**src/rtl/stdout_hex_uart_if.sv**
```systemverilog
`default_nettype none
// ============================================================================
// Module      : stdout_hex_uart_if
// Description : Valid/ready word stream carrying stdout words from the core
//               to the hex UART printer.
//               master (producer): drives stdout_val_i, stdout_data_i;
//                                  observes stdout_rdy_o
//               slave  (printer) : observes stdout_val_i, stdout_data_i;
//                                  drives stdout_rdy_o
// Revision    : 1.0 - initial release
// ============================================================================
interface stdout_hex_uart_if;
    logic        stdout_val_i;
    logic [15:0] stdout_data_i;
    logic        stdout_rdy_o;

    modport master (
        output stdout_val_i,
        output stdout_data_i,
        input  stdout_rdy_o
    );

    modport slave (
        input  stdout_val_i,
        input  stdout_data_i,
        output stdout_rdy_o
    );
endinterface
`default_nettype wire

```
**src/rtl/stdout_hex_uart.sv**
```systemverilog
`default_nettype none
// ============================================================================
// Module      : stdout_hex_uart
// Description : Accepts one 16-bit stdout word per valid/ready handshake and
//               prints it on a UART 8N1 line as four uppercase ASCII hex
//               digits (MSB nibble first) followed by a line terminator.
//               Build macro STDOUT_CRLF_EN: terminator is CR LF (6 chars per
//               word) instead of LF only (5 chars per word).
// Ports       : clk_i      - system clock
//               rst_n      - asynchronous active-low reset
//               stdout     - word stream (slave modport): val, data, rdy
//               uart_tx_o  - serial line, idle high
//               busy_o     - high while any character of a word is in flight
// Parameters  : CLKS_PER_BIT - clk_i cycles per UART bit (>= 2)
// Revision    : 1.0 - initial release
// ============================================================================
module stdout_hex_uart #(
    parameter int CLKS_PER_BIT = 868
) (
    input  wire logic        clk_i,
    input  wire logic        rst_n,
    stdout_hex_uart_if.slave stdout,
    output logic             uart_tx_o,
    output logic             busy_o
);

    // ------------------------------------------------------------------------
    // Parameter legality
    // ------------------------------------------------------------------------
    if (CLKS_PER_BIT < 2) begin : g_bad_clks_per_bit
        $error("stdout_hex_uart: CLKS_PER_BIT must be >= 2");
    end

    localparam int c_CNT_W = (CLKS_PER_BIT > 1) ? $clog2(CLKS_PER_BIT) : 1;
    localparam logic [c_CNT_W-1:0] c_CNT_LAST = c_CNT_W'(CLKS_PER_BIT - 1);

`ifdef STDOUT_CRLF_EN
    localparam logic [2:0] c_LAST_CHAR = 3'd5;
`else
    localparam logic [2:0] c_LAST_CHAR = 3'd4;
`endif

    typedef enum logic [1:0] {
        S_IDLE  = 2'd0,
        S_START = 2'd1,
        S_DATA  = 2'd2,
        S_STOP  = 2'd3
    } state_t;

    // ------------------------------------------------------------------------
    // Registers and next-state wires
    // ------------------------------------------------------------------------
    state_t               r_state;
    logic [c_CNT_W-1:0]   r_bit_cnt;
    logic [2:0]           r_bit_idx;
    logic [2:0]           r_char_idx;
    logic [15:0]          r_word;
    logic [7:0]           r_shift;
    logic                 r_tx;
    logic                 r_busy;

    state_t               w_state_nxt;
    logic [c_CNT_W-1:0]   w_bit_cnt_nxt;
    logic [2:0]           w_bit_idx_nxt;
    logic [2:0]           w_char_idx_nxt;
    logic [15:0]          w_word_nxt;
    logic [7:0]           w_shift_nxt;
    logic                 w_tx_nxt;

    logic                 w_accept;
    logic                 w_bit_done;
    logic [3:0]           w_nibble;
    logic [7:0]           w_char;

    // Ready depends on registered state only, never on stdout_val_i.
    assign stdout.stdout_rdy_o = (r_state == S_IDLE);
    assign w_accept            = stdout.stdout_val_i && (r_state == S_IDLE);
    assign w_bit_done          = (r_bit_cnt == c_CNT_LAST);

    assign uart_tx_o = r_tx;
    assign busy_o    = r_busy;

    // ------------------------------------------------------------------------
    // Character currently being sent, selected by char_idx
    // ------------------------------------------------------------------------
    always_comb begin
        w_nibble = 4'h0;
        w_char   = 8'h0A;
        case (r_char_idx)
            3'd0:    w_nibble = r_word[15:12];
            3'd1:    w_nibble = r_word[11:8];
            3'd2:    w_nibble = r_word[7:4];
            3'd3:    w_nibble = r_word[3:0];
            default: w_nibble = 4'h0;
        endcase

        if (r_char_idx < 3'd4) begin
            // 'A' - 10 = 0x37, so letters map to 0x41..0x46
            if (w_nibble < 4'd10) begin
                w_char = 8'h30 + {4'h0, w_nibble};
            end else begin
                w_char = 8'h37 + {4'h0, w_nibble};
            end
        end else begin
`ifdef STDOUT_CRLF_EN
            w_char = (r_char_idx == 3'd4) ? 8'h0D : 8'h0A;
`else
            w_char = 8'h0A;
`endif
        end
    end

    // ------------------------------------------------------------------------
    // Next-state and datapath logic
    // ------------------------------------------------------------------------
    always_comb begin
        w_state_nxt    = r_state;
        w_bit_cnt_nxt  = r_bit_cnt;
        w_bit_idx_nxt  = r_bit_idx;
        w_char_idx_nxt = r_char_idx;
        w_word_nxt     = r_word;
        w_shift_nxt    = r_shift;
        w_tx_nxt       = r_tx;

        case (r_state)
            S_IDLE: begin
                w_tx_nxt = 1'b1;
                if (w_accept) begin
                    w_state_nxt    = S_START;
                    w_word_nxt     = stdout.stdout_data_i;
                    w_char_idx_nxt = 3'd0;
                    w_bit_cnt_nxt  = '0;
                    w_bit_idx_nxt  = 3'd0;
                    w_tx_nxt       = 1'b0;
                end
            end

            S_START: begin
                if (w_bit_done) begin
                    // Character is resolved here, so the word register only
                    // needs to be stable from the accepting edge onwards.
                    w_state_nxt   = S_DATA;
                    w_bit_cnt_nxt = '0;
                    w_bit_idx_nxt = 3'd0;
                    w_shift_nxt   = w_char;
                    w_tx_nxt      = w_char[0];
                end else begin
                    w_bit_cnt_nxt = r_bit_cnt + c_CNT_W'(1);
                end
            end

            S_DATA: begin
                if (w_bit_done) begin
                    w_bit_cnt_nxt = '0;
                    if (r_bit_idx == 3'd7) begin
                        w_state_nxt   = S_STOP;
                        w_bit_idx_nxt = 3'd0;
                        w_tx_nxt      = 1'b1;
                    end else begin
                        w_bit_idx_nxt = r_bit_idx + 3'd1;
                        w_shift_nxt   = {1'b0, r_shift[7:1]};
                        w_tx_nxt      = r_shift[1];
                    end
                end else begin
                    w_bit_cnt_nxt = r_bit_cnt + c_CNT_W'(1);
                end
            end

            S_STOP: begin
                if (w_bit_done) begin
                    w_bit_cnt_nxt = '0;
                    if (r_char_idx < c_LAST_CHAR) begin
                        w_state_nxt    = S_START;
                        w_char_idx_nxt = r_char_idx + 3'd1;
                        w_tx_nxt       = 1'b0;
                    end else begin
                        w_state_nxt    = S_IDLE;
                        w_char_idx_nxt = 3'd0;
                        w_tx_nxt       = 1'b1;
                    end
                end else begin
                    w_bit_cnt_nxt = r_bit_cnt + c_CNT_W'(1);
                end
            end

            default: begin
                w_state_nxt = S_IDLE;
                w_tx_nxt    = 1'b1;
            end
        endcase
    end

    // ------------------------------------------------------------------------
    // State register
    // ------------------------------------------------------------------------
    always_ff @(posedge clk_i or negedge rst_n) begin
        if (!rst_n) begin
            r_state    <= S_IDLE;
            r_bit_cnt  <= '0;
            r_bit_idx  <= 3'd0;
            r_char_idx <= 3'd0;
            r_word     <= 16'h0000;
            r_shift    <= 8'h00;
            r_tx       <= 1'b1;
            r_busy     <= 1'b0;
        end else begin
            r_state    <= w_state_nxt;
            r_bit_cnt  <= w_bit_cnt_nxt;
            r_bit_idx  <= w_bit_idx_nxt;
            r_char_idx <= w_char_idx_nxt;
            r_word     <= w_word_nxt;
            r_shift    <= w_shift_nxt;
            r_tx       <= w_tx_nxt;
            r_busy     <= (w_state_nxt != S_IDLE);
        end
    end

endmodule
`default_nettype wire

```
**src/flat_wrapper.sv**
```systemverilog
// flat-port wrapper written by rule: the top's interface ports become plain ports
module stdout_hex_uart_flat 
#(
    parameter int CLKS_PER_BIT = 868
)
  (clk_i, rst_n, uart_tx_o, busy_o, stdout_stdout_val_i, stdout_stdout_data_i, stdout_stdout_rdy_o);
  stdout_hex_uart_if stdout_i ();
  input  wire logic clk_i;
  input  wire logic rst_n;
  output logic uart_tx_o;
  output logic busy_o;
  input wire logic [$bits(stdout_i.stdout_val_i)-1:0] stdout_stdout_val_i;
  input wire logic [$bits(stdout_i.stdout_data_i)-1:0] stdout_stdout_data_i;
  output wire logic [$bits(stdout_i.stdout_rdy_o)-1:0] stdout_stdout_rdy_o;
  assign stdout_i.stdout_val_i = stdout_stdout_val_i;
  assign stdout_i.stdout_data_i = stdout_stdout_data_i;
  assign stdout_stdout_rdy_o = stdout_i.stdout_rdy_o;
  stdout_hex_uart #(.CLKS_PER_BIT(CLKS_PER_BIT)) u_core (.clk_i(clk_i), .rst_n(rst_n), .stdout(stdout_i), .uart_tx_o(uart_tx_o), .busy_o(busy_o));
endmodule
```
**config.mk**
```make
export PLATFORM = sky130hd
export DESIGN_NAME = stdout_hex_uart_flat
export DESIGN_NICKNAME = d
export VERILOG_FILES = /design/src/rtl/stdout_hex_uart_if.sv /design/src/rtl/stdout_hex_uart.sv /design/src/flat_wrapper.sv
export SDC_FILE = /design/constraint.sdc
export NUM_CORES = 1
export LEC_CHECK = 0
export ABC_AREA = 1
export BUFFER_PORTS_ARGS = -buffer_cell sky130_fd_sc_hd__buf_4
export CORE_UTILIZATION = 35
export DETAILED_ROUTE_END_ITERATION = 10
export PLACE_DENSITY = 0.64
export SLEW_MARGIN = 20
export SYNTH_ARGS = -nofsm -noshare
export SYNTH_HDL_FRONTEND = slang
export SYNTH_SLANG_ARGS = --single-unit
export TNS_END_PERCENT = 1
```
**constraint.sdc**
```tcl
create_clock -name clk_i -period 2.64 [get_ports clk_i]
set_clock_uncertainty 0.05 [all_clocks]
set_input_delay 0.264 -clock clk_i [delete_from_list [all_inputs] [get_ports clk_i]]
set_output_delay 0.264 -clock clk_i [all_outputs]
set_load 0.05 [all_outputs]
```
; ---- After elaboration in Yosys (flattened, before gate mapping)
; Cells that the tools add are included.
[word_totals]
regBits = 44
latchBits = 0
ram_bits = 0
mem_bits_ro = 0
input_bits = 19
output_inout_bits = 3
elab_cells = 73
n_memories = 0
[op_classes]
n_addsub = 5
multipliers = 0
div = 0
order_cmp = 2
eq_ne = 13
shift = 0
n_mux = 32
bitwise = 0
n_reduce_logical = 13
[ops]
columns = operator, count
row1 = 2-to-1 mux 8 bit, 5
row2 = 2-to-1 mux 10 bit, 2
row3 = case mux 10 bit (2 select lines), 1
row4 = 2-to-1 mux 3 bit, 6
row5 = case mux 4 bit (4 select lines), 1
row6 = case mux 8 bit (2 select lines), 1
row7 = "adder 6 x 4 -> 7 bit, first input constant", 2
row8 = "adder 10 x 1 -> 10 bit, second input constant", 1
row9 = "== test 10 bit, second input constant", 1
row10 = 2-to-1 mux 2 bit, 5
row11 = case mux 3 bit (3 select lines), 1
row12 = "!= test 2 x 1 -> 1 bit, second input constant", 4
row13 = case mux 2 bit (4 select lines), 1
row14 = AND reduction 4 bit, 2
row15 = 2-to-1 mux 1 bit, 7
row16 = "adder 3 x 1 -> 3 bit, second input constant", 2
row17 = "== test 3 x 2 -> 1 bit, second input constant", 2
row18 = case mux 3 bit (2 select lines), 1
row19 = AND reduction 3 bit, 2
row20 = nonzero test 2 bit, 3
row21 = "== test 2 bit, second input constant", 2
row22 = "< comparator 4 bit, second input constant", 1
row23 = case mux 1 bit (4 select lines), 1
row24 = "== test 3 x 1 -> 1 bit, second input constant", 1
row25 = other kinds (10), 10

; ---- Logic depth before layout (Yosys ltp)
; Gate-level depths: netlist (run 1).
[logic_depth]
ltp_word = 7
mapped_depth = 12
depth_no_buf = 12

; ---- Worst setup path before layout (run 1)
; No wires, ideal clock.
[synth_path]
kind = flip-flop to flip-flop
startpoint = register u_core.r_state[0]
endpoint = register u_core.r_bit_idx[0]
setup_ns = 0.122
arrival_time_ns = 1.599
required_time_ns = 2.468
setup_slack_ns = 0.869
stages_incl_launch_ff = 9
n_path_buf = 0
period_less_slack_ns = 1.771
path_cell_list = dfrtp_1 nor2_2 inv_2 nor2_1 inv_1 nand2_1 inv_1 nand2_1 o21ai_1
[synth_via]
elab_chain_cells = 4
[synth_lines]
columns = element, line_no
row1 = "start, declared", stdout_hex_uart.sv:53  ; state_t r_state;
row2 = "start signal, assigned", stdout_hex_uart.sv:207  ; r_state <= w_state_nxt;
row3 = logical NOT 2 bit (*), n/a
row4 = named net stdout_stdout_rdy_o, flat_wrapper.sv:14  ; output wire logic [$bits(stdout_i.stdout_rdy_o)-1:0] stdout_stdout_rdy_o;
row5 = logical AND 1 bit, stdout_hex_uart.sv:77  ; assign w_accept = stdout.stdout_val_i && (r_state == S_IDLE);
row6 = != test 2 x 1 -> 1 bit (no line), n/a
row7 = AND reduction 4 bit (no line), n/a
row8 = "end signal, assigned", stdout_hex_uart.sv:209  ; r_bit_idx <= w_bit_idx_nxt;
row9 = "end, declared", stdout_hex_uart.sv:55  ; logic [2:0] r_bit_idx;
; Mark *: on every way through the listed nets, which the timed path passes. The rest lies on a longest branch.
; A chain may end at the register's enable or synchronous reset.

; ---- Final worst setup path (run 1)
[layout_path]
startpoint = register u_core.r_char_idx[0]
endpoint = register u_core.r_shift[2]
[layout_via]
elab_chain_cells = 7
[layout_lines]
columns = element, line_no
row1 = "start, declared", stdout_hex_uart.sv:56  ; logic [2:0] r_char_idx;
row2 = "start signal, assigned", stdout_hex_uart.sv:210  ; r_char_idx <= w_char_idx_nxt;
row3 = == test 3 x 2 -> 1 bit (tied with other cells), stdout_hex_uart.sv:89  ; case (r_char_idx)
row4 = case mux 4 bit (4 select lines), stdout_hex_uart.sv:89
row5 = adder 6 x 4 -> 7 bit (tied with other cells), stdout_hex_uart.sv:102  ; w_char = 8'h37 + {4'h0, w_nibble};
row6 = 2-to-1 mux 8 bit, stdout_hex_uart.sv:99  ; if (w_nibble < 4'd10) begin
row7 = 2-to-1 mux 8 bit (*), stdout_hex_uart.sv:97  ; if (r_char_idx < 3'd4) begin
row8 = 2-to-1 mux 8 bit (*), stdout_hex_uart.sv:139  ; if (w_bit_done) begin
row9 = case mux 8 bit (2 select lines) (*), stdout_hex_uart.sv:125  ; case (r_state)
row10 = "end signal, assigned", stdout_hex_uart.sv:212  ; r_shift <= w_shift_nxt;
row11 = "end, declared", stdout_hex_uart.sv:58  ; logic [7:0] r_shift;
; Mark *: on every way between the ends. The rest lies on a longest branch, timed or not. The select of a mux whose other input is x is not followed.

==> results of run 1 <==
kinds of logic after synthesis:
logic type      count (synthesis)  synth area share
compound gates                 37            0.0910
xor+xnor                        4            0.0152
simple gates                  161             0.315
fa+ha+maj                       8            0.0433
flops                          42             0.456
buf+inv                        43            0.0796
flip-flops by register name, indices dropped and copies added (netlist names):
| name | count |
|---|---|
| u_core.r_char_idx | 3 |
| u_core.r_shift | 6 |
| u_core.uart_tx_o | 1 |
| u_core.r_bit_cnt | 10 |
| u_core.r_word | 16 |
| u_core.r_bit_idx | 3 |
| u_core.busy_o | 1 |
| u_core.r_state | 2 |
timing repair:
action,4_1_cts,5_1_grt
setup endpoints to repair,0,0
hold endpoints to repair,41,0
hold buffers,1,0
worst max-delay path by stage:
stage	startpoint	end	slack, ps	cells past startpoint
detailed placement	u_core.r_char_idx[0]	u_core.r_shift[2]	810	12
floorplan	u_core.r_state[0]	u_core.r_bit_idx[0]	870	8
CTS	u_core.r_char_idx[0]	u_core.r_shift[2]	750	12
global route	u_core.r_char_idx[2]	u_core.r_shift[2]	530	11
global placement	u_core.r_char_idx[0]	u_core.r_shift[2]	840	12
finish	u_core.r_char_idx[0]	u_core.r_shift[2]	760	12
power groups by stage:
stage / logic (mW) / clock network, mW / registers [mW]
after floorplan: 0.00976 / 0 / 0.673
after global placement: 0.0446 / 0 / 0.676
after detailed placement: 0.0457 / 0 / 0.676
after CTS: 0.0470 / 0.447 / 0.664
after global routing: 0.0524 / 0.473 / 0.665
final: 0.0448 / 0.424 / 0.664
worst max-delay path: stages (launching register included):
cell	delay (ps)
dfrtp_1	430
inv_1	120
ha_1	240
nand3_1	90
o21ai_0	90
inv_1	60
nand2_1	80
inv_1	60
ha_1	220
xor2_1	160
nand2_1	60
nand2_1	50
a21oi_1	110
cell usage after synthesis (3+ instances only):
master / number
o21ai_1: 4
nand4_1: 3
nand2_2: 4
nor2_1: 14
nor2_4: 3
dfrtp_1: 41
nand2_1: 100
xor2_1: 3
nand3_1: 25
o21ai_0: 15
buf_2: 3
o22ai_1: 6
nor3_1: 4
inv_2: 8
a21oi_1: 7
inv_1: 29
ha_1: 8
cells in the final DEF (no fill, tap or decap), drive strengths merged, types with 3 or more instances in the layout:
cell and count:
nand2 106, dfrtp 41, inv 37, nand3 27, buf 22, o21ai 19
nor2 19, ha 8, a21oi 7, clkbuf 7, o22ai 6, nor3 5
nand4 3, xor2 3
metal layers:
layer  routed length, um  vias up  global-route usage
met5                   0        -                   0
met3                 119        4              0.0278
met4                  55        0              0.0423
li1                    -      987                   -
met2                2080       31               0.235
met1                2230      844               0.199
area by class of cell:
| type | count | area, sq um |
|---|---|---|
| flip-flops and latches | 42 | 1050 |
| inverters | 37 | 139 |
| repair buffers | 23 | 175 |
| multi-input cells | 210 | 1070 |
| well taps | 77 | 96.3 |
| fillers | 644 | 3720 |
| clock inverters | 1 | 5.00 |
| clock buffers | 7 | 86.3 |
through the flow:
step,hold WS (ps),util,power [mW],std cells,area [sq um]
detailed placement,235,0.398,0.722,388,2530
CTS,110,0.414,1.16,397,2630
global placement,230,0.398,0.721,388,2530
floorplan,-81.6,-,0.683,295,2310
finish,118,0.414,1.13,397,2630
global route,110,0.414,1.19,397,2630
==> summary.txt, run 1 <==
Yosys
  – Biggest area contributors in the synthesized netlist: dfrtp_1 44%, nand2_1 16%, nand3_1 5.4%, inv_1 4.7%, ha_1 4.3%
  – Avg Cell Area, Syn: 7.83 sq um
  – Cell count after synthesis: 295
  – Ys flop type: dfrtp_1
  – Flops & latches, synth: 42
  – Post-synth cell types: 31
  – EDFF count, synth: 0
  – Fraction of the yosys area taken by sequential cells: 0.456
  – Cell area after technology mapping: roughly 2300 sq um
  – Cell accounting for the most synthesized area: dfrtp_1
  – Synthesized Nets: 322
  – Synth Warn #: 0
  – Fraction of registers with async set or reset after synthesis: 1.00
  – Portion of synthesized cell area occupied by the leading cell type: 0.444

Worst setup path
  – Reg2reg setup slack: 760 ps
  – Number of cells on the worst reg-to-reg path: 12
  – CP startpoint kind: flop
  – Biggest fanout along the worst timing path: 4
  – Arr. time, crit path: ~2100 ps
  – Launching point of the worst reg2reg path: u_core.r_char_idx[0]
  – Sort of element at the end of the critical path: flop
  – Setup Crit Path Kind: reg -> reg
  – RR Endpoint: u_core.r_shift[2]
  – CP Data Required Time: 2810 ps

Floorplan
  – Core Area: 6350 sq um
  – Vertical die dimension: 83.2 um
  – Horizontal die dimension: ~83 um
  – Cell row count: 29
  – Number of placed I/O pins: 22
  – Initial core utilization: 0.364
  – DIE AREA: 6930 sq um

Job
  – Number of max-cap violations: 0

Detailed routing
  – Number of routed nets with antenna violations: 0
  – Residual DRC: 0
  – Violation count after the first detailed-route iteration: 50
  – Routed wire length: 4.48 mm
  – Pre-Repair DR Iteration Count: 4
  – Avg Vias per Cell: 4.70
  – Vias: approximately 1,900
  – Drt wl/cell: between 10 and 15 um

Global routing
  – Total global routing overflow: 0
  – Initial antenna violation count: 0
  – Pin count of the biggest net entering global routing: 43
  – Wire length of the first global-routing pass: 8.24 mm
  – Vias in the first global route: 1,807
  – Global router's overall resource usage: 0.146

Min path
  – Min-Delay Path Depth: 3
  – Kind of path behind the tightest hold check: in -> reg
  – Worst Hold End: u_core.r_word[15]
  – Worst Min Path Start: stdout_stdout_data_i[15]

Placed design
  – Count of buffers from port buffering: 21
  – Final Wtd Congestion: about 0.86
  – DPL Wire Length: 3.27 mm
  – Post-Place Worst Slack: slightly above 800 ps

Power and ir drop
  – Clock power share: 0.374
  – Switching share of power: 0.215
  – Sequential Power Share: 0.586
  – Switching power of the nets: roughly 0.24 mW
  – Cell Pwr Density: 431 nW/um^2
  – Leakage: 1.38 nW
  – Combinational power share: 0.040
  – Max IR drop VDD: 211 uV
  – Internal power contribution: 0.889 mW

STA
  – Maximum operating frequency: roughly 530 MHz
  – Post-layout minimum cycle time: 1880 ps
  – Share of the cycle needed by the critical path after routing: 0.713
  – Post-route worst setup slack: 758 ps
  – Final number of setup-violating endpoints: 0
  – Slew of the pin with the lowest slew margin: approximately 530 ps
  – Worst slew slack as a fraction of its limit: 0.649
  – Total count of max-transition violations in the final report: 0
  – Aggregate negative setup slack: 0 ps
  – Final Hold Violating Endpoints: 0
  – Unrepaired setup endpoints after global routing: no

Clocking
  – Buffer depth of the longest clock path: 2
  – Total clock sinks: 42
  – Post-CTS Resized: 0
  – CTS tree: built
  – Post-CTS Setup Repair Bufs: 0
  – Maximum level of the CTS H-tree: 2
  – Clock-pin slew on the worst setup and hold paths: 80 ps
  – Clock buffers created by TritonCTS: 5
  – Clock latency on the worst-skew pair: around 290 ps
  – Master cell of the clock root buffer: clkbuf_8

Layout
  – Share of post-route cells with drive strength above 1: 0.166
  – Layout-stage area growth over the synthesis result: 13.8%
  – Number of nets in the layout: 346
  – Number of diodes added for antenna fixing: 0

Run status
  – Outcome: complete, no violations
No activity file was read; power rests on OpenSTA's default activity.
==> inputs of run 2 (changes only) <==
PLACE_DENSITY = 0.66   (was 0.64)
clock period = 1.6 ns   (was 2.64 ns; I/O delays follow)
==> summary.txt, run 2 (synthesized netlist as in run 1, its figures left out) <==
Floorplan
  – Number of placed I/O pins: 22
  – Initial core utilization: 0.364
  – Horizontal die dimension: 83.2 um
  – Vertical die dimension: 83.2 um
  – Cell row count: 29
  – DIE AREA: 6930 sq um
  – Core Area: 6350 sq um

Worst setup path
  – CP max stage cell: dfrtp_2
  – CP startpoint kind: flop
  – Number of cells on the worst reg-to-reg path: 12
  – Sort of element at the end of the critical path: flop
  – Launching point of the worst reg2reg path: u_core.r_char_idx[0]
  – Cell-by-cell listing of the critical path: buf_4 > ha_4 > nand3_2 > nand2_2 > nor2_4 > buf_6 > nand2_4 > nand2_4 > inv_2 > nand2_2 > nand2_1 > a21boi_1
  – Arr. time, crit path: 1910 ps
  – RR Endpoint: u_core.r_shift[4]
  – Peak per-stage delay on the critical path: 460 ps
  – Reg2reg setup slack: -130 ps
  – Biggest fanout along the worst timing path: 4
  – CP Data Required Time: between 1500 and 2000 ps
  – Setup Crit Path Kind: reg -> reg

Detailed routing
  – Violation count after the first detailed-route iteration: 100
  – Residual DRC: 0
  – Vias: 1,981
  – Pre-Repair DR Iteration Count: 4
  – Number of routed nets with antenna violations: 0
  – Routed wire length: 4.91 mm
  – Avg Vias per Cell: 4.63
  – Drt wl/cell: 11.5 um

Clocking
  – Master cell of the clock root buffer: clkbuf_8
  – Total clock sinks: 42
  – Clock latency on the worst-skew pair: 300 ps
  – CTS tree: built
  – Clock buffers created by TritonCTS: 5
  – Clock-pin slew on the worst setup and hold paths: 80 ps
  – Buffer depth of the longest clock path: 2
  – Maximum level of the CTS H-tree: 2

STA
  – Post-route worst setup slack: -134 ps
  – Total count of max-transition violations in the final report: 0
  – Slew of the pin with the lowest slew margin: 528 ps
  – Unrepaired setup endpoints after global routing: yes
  – Worst slew slack as a fraction of its limit: 0.648
  – Post-layout minimum cycle time: around 1700 ps
  – Share of the cycle needed by the critical path after routing: 1.08
  – Final number of setup-violating endpoints: 8
  – Aggregate negative setup slack: -650 ps
  – Final Hold Violating Endpoints: 0
  – Maximum operating frequency: 577 MHz

Placed design
  – Placed standard-cell area: 2760 sq um
  – DPL Wire Length: 3.69 mm
  – Post-Place Worst Slack: -234 ps
  – Count of buffers from port buffering: 21
  – Final Wtd Congestion: approximately 0.79

Run status
  – Outcome: complete, but fails checks
  – Failing checks: negative setup slack

Power and ir drop
  – Leakage: ~1.5 nW
  – Max IR drop VDD: ~400 uV
  – Internal power contribution: between 1 and 1.5 mW
  – Switching power of the nets: 0.406 mW
  – Clock power share: 0.376
  – Tot Pwr: 1.87 mW
  – Switching share of power: 0.217
  – Cell Pwr Density: slightly above 600 nW/um^2
  – Combinational power share: 0.040
  – Sequential Power Share: 0.584

Layout
  – Layout-stage area growth over the synthesis result: 30.3%
  – Number of diodes added for antenna fixing: 0
  – Share of post-route cells with drive strength above 1: 0.316
  – Register bank with the most flops: u_core.r_word
  – Number of nets in the layout: 377
  – Flip-flop count of the largest register after layout: 16
  – Non-Filler Cell Area, Final: 3010 sq um
  – Final core area utilization: 0.474
  – Leading registers by flop count: u_core.r_word: 16 flops, u_core.r_bit_cnt: 10 flops, u_core.r_shift: 6 flops
  – Most frequent cells in the layout: 94 x nand2_1, 51 x buf_4, 37 x dfrtp_1
  – Leading cell type in the layout, fill and taps excluded: nand2_1

Min path
  – Kind of path behind the tightest hold check: in -> reg
  – Worst Hold End: u_core.r_word[15]
  – Worst Min Path Start: stdout_stdout_data_i[15]
  – Min-Delay Path Depth: 3

Global routing
  – Wire length of the first global-routing pass: 9.05 mm
  – Global router's overall resource usage: 0.161
  – Vias in the first global route: 2,055
  – Total global routing overflow: 0
  – Pin count of the biggest net entering global routing: 43
  – Initial antenna violation count: 0

Job
  – Number of max-cap violations: 0
## run 2: changes by cell type in the layout (fill, tap and decap cells not counted), sizes merged
cell  previous run  this run
buf             22        53
## run 2: layout make-up
class	instances	area, sq um
well taps	77	96.3
clock buffers	7	86.3
fillers	620	3340
flip-flops and latches	42	1060
repair buffers	54	415
inverters	37	144
clock inverters	1	5.00
multi-input cells	210	1210
## run 2: power groups by stage
stage	registers [mW]	logic, mW	clock network (mW)
floorplan	1.11	0.0161	0
global placement	1.11	0.0735	0
detailed placement	1.11	0.0757	0
CTS	1.09	0.0778	0.731
global route	1.10	0.0874	0.787
finish	1.09	0.0748	0.704
## run 2: worst max-delay path by stage
stage | depth (start not counted) | to | slack (ps) | from
2_1_floorplan | 12 | u_core.r_shift[2] | -100 | u_core.r_char_idx[0]
3_3_place_gp | 12 | u_core.r_shift[2] | -150 | u_core.r_char_idx[0]
3_5_place_dp | 11 | u_core.r_shift[2] | -230 | u_core.r_char_idx[0]
4_1_cts | 13 | u_core.r_shift[2] | -120 | u_core.r_char_idx[0]
5_1_grt | 12 | u_core.r_shift[2] | -250 | u_core.r_char_idx[1]
6_report | 12 | u_core.r_shift[4] | -130 | u_core.r_char_idx[0]
## run 2: what timing repair did
item | in CTS | in global routing
pin swaps | 9 | 8
setup endpoints to repair | 12 | 25
resized for setup | 27 | 16
endpoints found under the hold margin | 41 | 0
hold buffers | 1 | 0
setup buffers | 1 | 0
## run 2: per-stage QoR
| step | cells | hold WS (ps) |
|---|---|---|
| 2_1_floorplan | 295 | -186 |
| 3_3_place_gp | 418 | 128 |
| 3_5_place_dp | 418 | 128 |
| 4_1_cts | 428 | 0.724 |
| 5_1_grt | 428 | 5.12 |
| 6_report | 428 | 10.8 |
## run 2: routing by layer
metal / vias to the layer above / GRT usage / part of all wire
met1: 898 / 0.208 / 0.48
met2: 27 / 0.263 / 0.48
met5: - / 0 / 0
li1: 1048 / - / -
met3: 8 / 0.0288 / 0.022
met4: 0 / 0.0690 / 0.024
## run 2: worst max-delay path: cells and delay by family, from the launching register on
family / cells / cell delay [ps]
adders and majority gates: 1 / 170
DFF: 1 / 460
buffers and inverters: 3 / 320
AOI/OAI and AO/OA: 1 / 120
and+or+nand+nor: 7 / 540
==> inputs of run 3 (changes only) <==
PLACE_DENSITY = 0.53   (was 0.66)
==> summary.txt, run 3 (synthesized netlist as in run 1, its figures left out) <==
Run status
  – Outcome: complete, but fails checks
  – Failing checks: negative setup slack

Worst setup path
  – Peak per-stage delay on the critical path: 440 ps
  – Arr. time, crit path: 1900 ps
  – CP startpoint kind: flop
  – Launching point of the worst reg2reg path: u_core.r_char_idx[1]
  – Cell repeated most along the worst path: nand2_2
  – Sort of element at the end of the critical path: flop
  – Biggest fanout along the worst timing path: 4
  – Cell class contributing the biggest share of worst-path delay: simple AND/OR/NAND/NOR gates
  – RR Endpoint: u_core.r_shift[4]
  – Logic depth of the worst path, buffers included: 12
  – CP Data Required Time: 1780 ps
  – Number of cells on the worst reg-to-reg path: 12
  – Setup Crit Path Kind: reg -> reg
  – Buf/Inv on CP: 3
  – Reg2reg setup slack: -120 ps
  – Cell-by-cell listing of the critical path: buf_6 > ha_4 > buf_4 > nand3_2 > nand2_2 > nor2_4 > nand2_4 > nand2_4 > inv_2 > nand2_2 > nand2_2 > a21boi_2
  – CP max stage cell: dfrtp_1

Power and ir drop
  – Internal power contribution: between 1 and 1.5 mW
  – Switching power of the nets: about 0.41 mW
  – Cell Pwr Density: 617 nW/um^2
  – Clock power share: 0.377
  – Sequential Power Share: 0.583
  – Max IR drop VDD: ~450 uV
  – Leakage: between 1.5 and 2 nW
  – Switching share of power: 0.219
  – Combinational power share: 0.040

STA
  – Share of the cycle needed by the critical path after routing: 1.08
  – Slew of the pin with the lowest slew margin: between 500 and 600 ps
  – Post-route worst setup slack: -122 ps
  – Total count of max-transition violations in the final report: 0
  – Worst slew slack as a fraction of its limit: 0.637
  – Post-layout minimum cycle time: 1720 ps
  – Final number of setup-violating endpoints: 7
  – Unrepaired setup endpoints after global routing: yes
  – Maximum operating frequency: around 580 MHz
  – Aggregate negative setup slack: -702 ps
  – Final Hold Violating Endpoints: 0

Floorplan
  – Initial core utilization: 0.364
  – Number of placed I/O pins: 22
  – Core Area: 6350 sq um
  – Cell row count: 29
  – DIE AREA: 6930 sq um
  – Vertical die dimension: 83.2 um
  – Horizontal die dimension: 83.2 um

Detailed routing
  – Avg Vias per Cell: 4.61
  – Detail Route met2 WL: 2.25 mm
  – Pre-Repair DR Iteration Count: 4
  – Drt wl/cell: 11.5 um
  – Met1 wire length: 2.52 mm
  – Number of routed nets with antenna violations: 0
  – Routed wire length: 4.97 mm
  – Top routing layer in use: met4
  – Vias: 1,997
  – Residual DRC: 0
  – Violation count after the first detailed-route iteration: 71
  – Routed length on met3: 154 um

Layout
  – Register bank with the most flops: u_core.r_word
  – Number of diodes added for antenna fixing: 0
  – Layout-stage area growth over the synthesis result: 31.8%
  – Share of post-route cells with drive strength above 1: 0.337
  – Number of nets in the layout: 382
  – Final standard cell count with taps included and fillers excluded: between 400 and 500
  – Leading cell type in the layout, fill and taps excluded: nand2_1
  – Leading registers by flop count: u_core.r_word: 16 flops, u_core.r_bit_cnt: 10 flops, u_core.r_shift: 6 flops
  – Most frequent cells in the layout: 91 x nand2_1, 55 x buf_4, 39 x dfrtp_1
  – Flip-flop count of the largest register after layout: 16

Clocking
  – Clock latency on the worst-skew pair: 290 ps
  – Master cell of the clock root buffer: clkbuf_8
  – Maximum level of the CTS H-tree: 2
  – Total clock sinks: 42
  – Buffer depth of the longest clock path: 2
  – Clock-pin slew on the worst setup and hold paths: roughly 80 ps
  – CTS tree: built
  – Clock buffers created by TritonCTS: 5

Global routing
  – Initial antenna violation count: 0
  – Global router's overall resource usage: 0.159
  – Wire length of the first global-routing pass: 8.91 mm
  – Vias in the first global route: between 1,500 and 2,000
  – Total global routing overflow: 0
  – Pin count of the biggest net entering global routing: 43

Min path
  – Worst Min Path Start: stdout_stdout_data_i[13]
  – Worst Hold End: u_core.r_word[13]
  – Min-Delay Path Depth: 3
  – Kind of path behind the tightest hold check: in -> reg

Placed design
  – DPL Wire Length: 3.63 mm
  – Final Wtd Congestion: 0.801
  – Post-Place Worst Slack: -222 ps
  – Number of placed instances with taps included: 421
  – Count of buffers from port buffering: 21

Job
  – Number of max-cap violations: 0
==> run 3: cell types whose count changed in the layout (fill, tap and decap cells not counted), moves of 2 or more <==
cell	before	now
nand3_2	2	8
buf_4	51	55
inv_4	2	0
nand2_2	8	12
dfrtp_1	37	39
nand2_1	94	91
dfrtp_2	4	2
nand3_1	24	19
==> run 3: power groups by stage <==
stage | registers [mW] | logic, mW | clock network [mW]
global route | 1.10 | 0.0869 | 0.790
detailed placement | 1.12 | 0.0756 | 0
floorplan | 1.11 | 0.0161 | 0
CTS | 1.10 | 0.0779 | 0.739
global placement | 1.12 | 0.0752 | 0
finish | 1.10 | 0.0748 | 0.709
==> run 3: layer usage <==
metal	vias to the layer above	track usage
li1	1064	-
met1	903	0.218
met2	26	0.256
met3	4	0.0348
met4	0	0.0376
met5	-	0
==> run 3: how the worst max path moves through the flow <==
| stage | start | to | slack [ps] |
|---|---|---|---|
| finish | u_core.r_char_idx[1] | u_core.r_shift[4] | -120 |
| global route | u_core.r_char_idx[1] | u_core.r_shift[4] | -250 |
| CTS | u_core.r_char_idx[0] | u_core.uart_tx_o | -120 |
| detailed placement | u_core.r_char_idx[0] | u_core.r_shift[2] | -220 |
| global placement | u_core.r_char_idx[0] | u_core.r_shift[2] | -150 |
| floorplan | u_core.r_char_idx[0] | u_core.r_shift[2] | -100 |
==> run 3: worst reg2reg max path: stages, from the launching register on <==
cell and delay (ps):
dfrtp_1 440, buf_6 140, ha_4 160, buf_4 130, nand3_2 70, nand2_2 60, nor2_4 160, nand2_4 90
nand2_4 80, inv_2 40, nand2_2 70, nand2_2 50, a21boi_2 120
==> run 3: area by class of cell <==
cell class / count / area, sq um
Fill cell: 637 / 3310
Clock inverter: 1 / 5.00
Tap cell: 77 / 96.3
Sequential cell: 42 / 1050
Multi-Input combinational cell: 210 / 1210
Timing Repair Buffer: 59 / 457
Clock buffer: 7 / 86.3
Inverter: 37 / 139
==> run 3: repair_timing <==
item,CTS,global route
endpoints found under the setup margin,16,21
pin swaps,18,5
hold buffers,1,0
endpoints found under the hold margin,41,0
buffers inserted,1,2
resized for setup,29,15
==> run 3: stage by stage <==
step / total power [mW] / cell area, sq um / utilization / hold WS, ps
detailed placement: 1.19 / 2780 / 0.438 / 140
global route: 1.97 / 3040 / 0.479 / 4.60
finish: 1.88 / 3040 / 0.479 / 11.7
global placement: 1.19 / 2780 / 0.438 / 142
CTS: 1.91 / 2990 / 0.471 / 4.05
floorplan: 1.13 / 2310 / - / -186
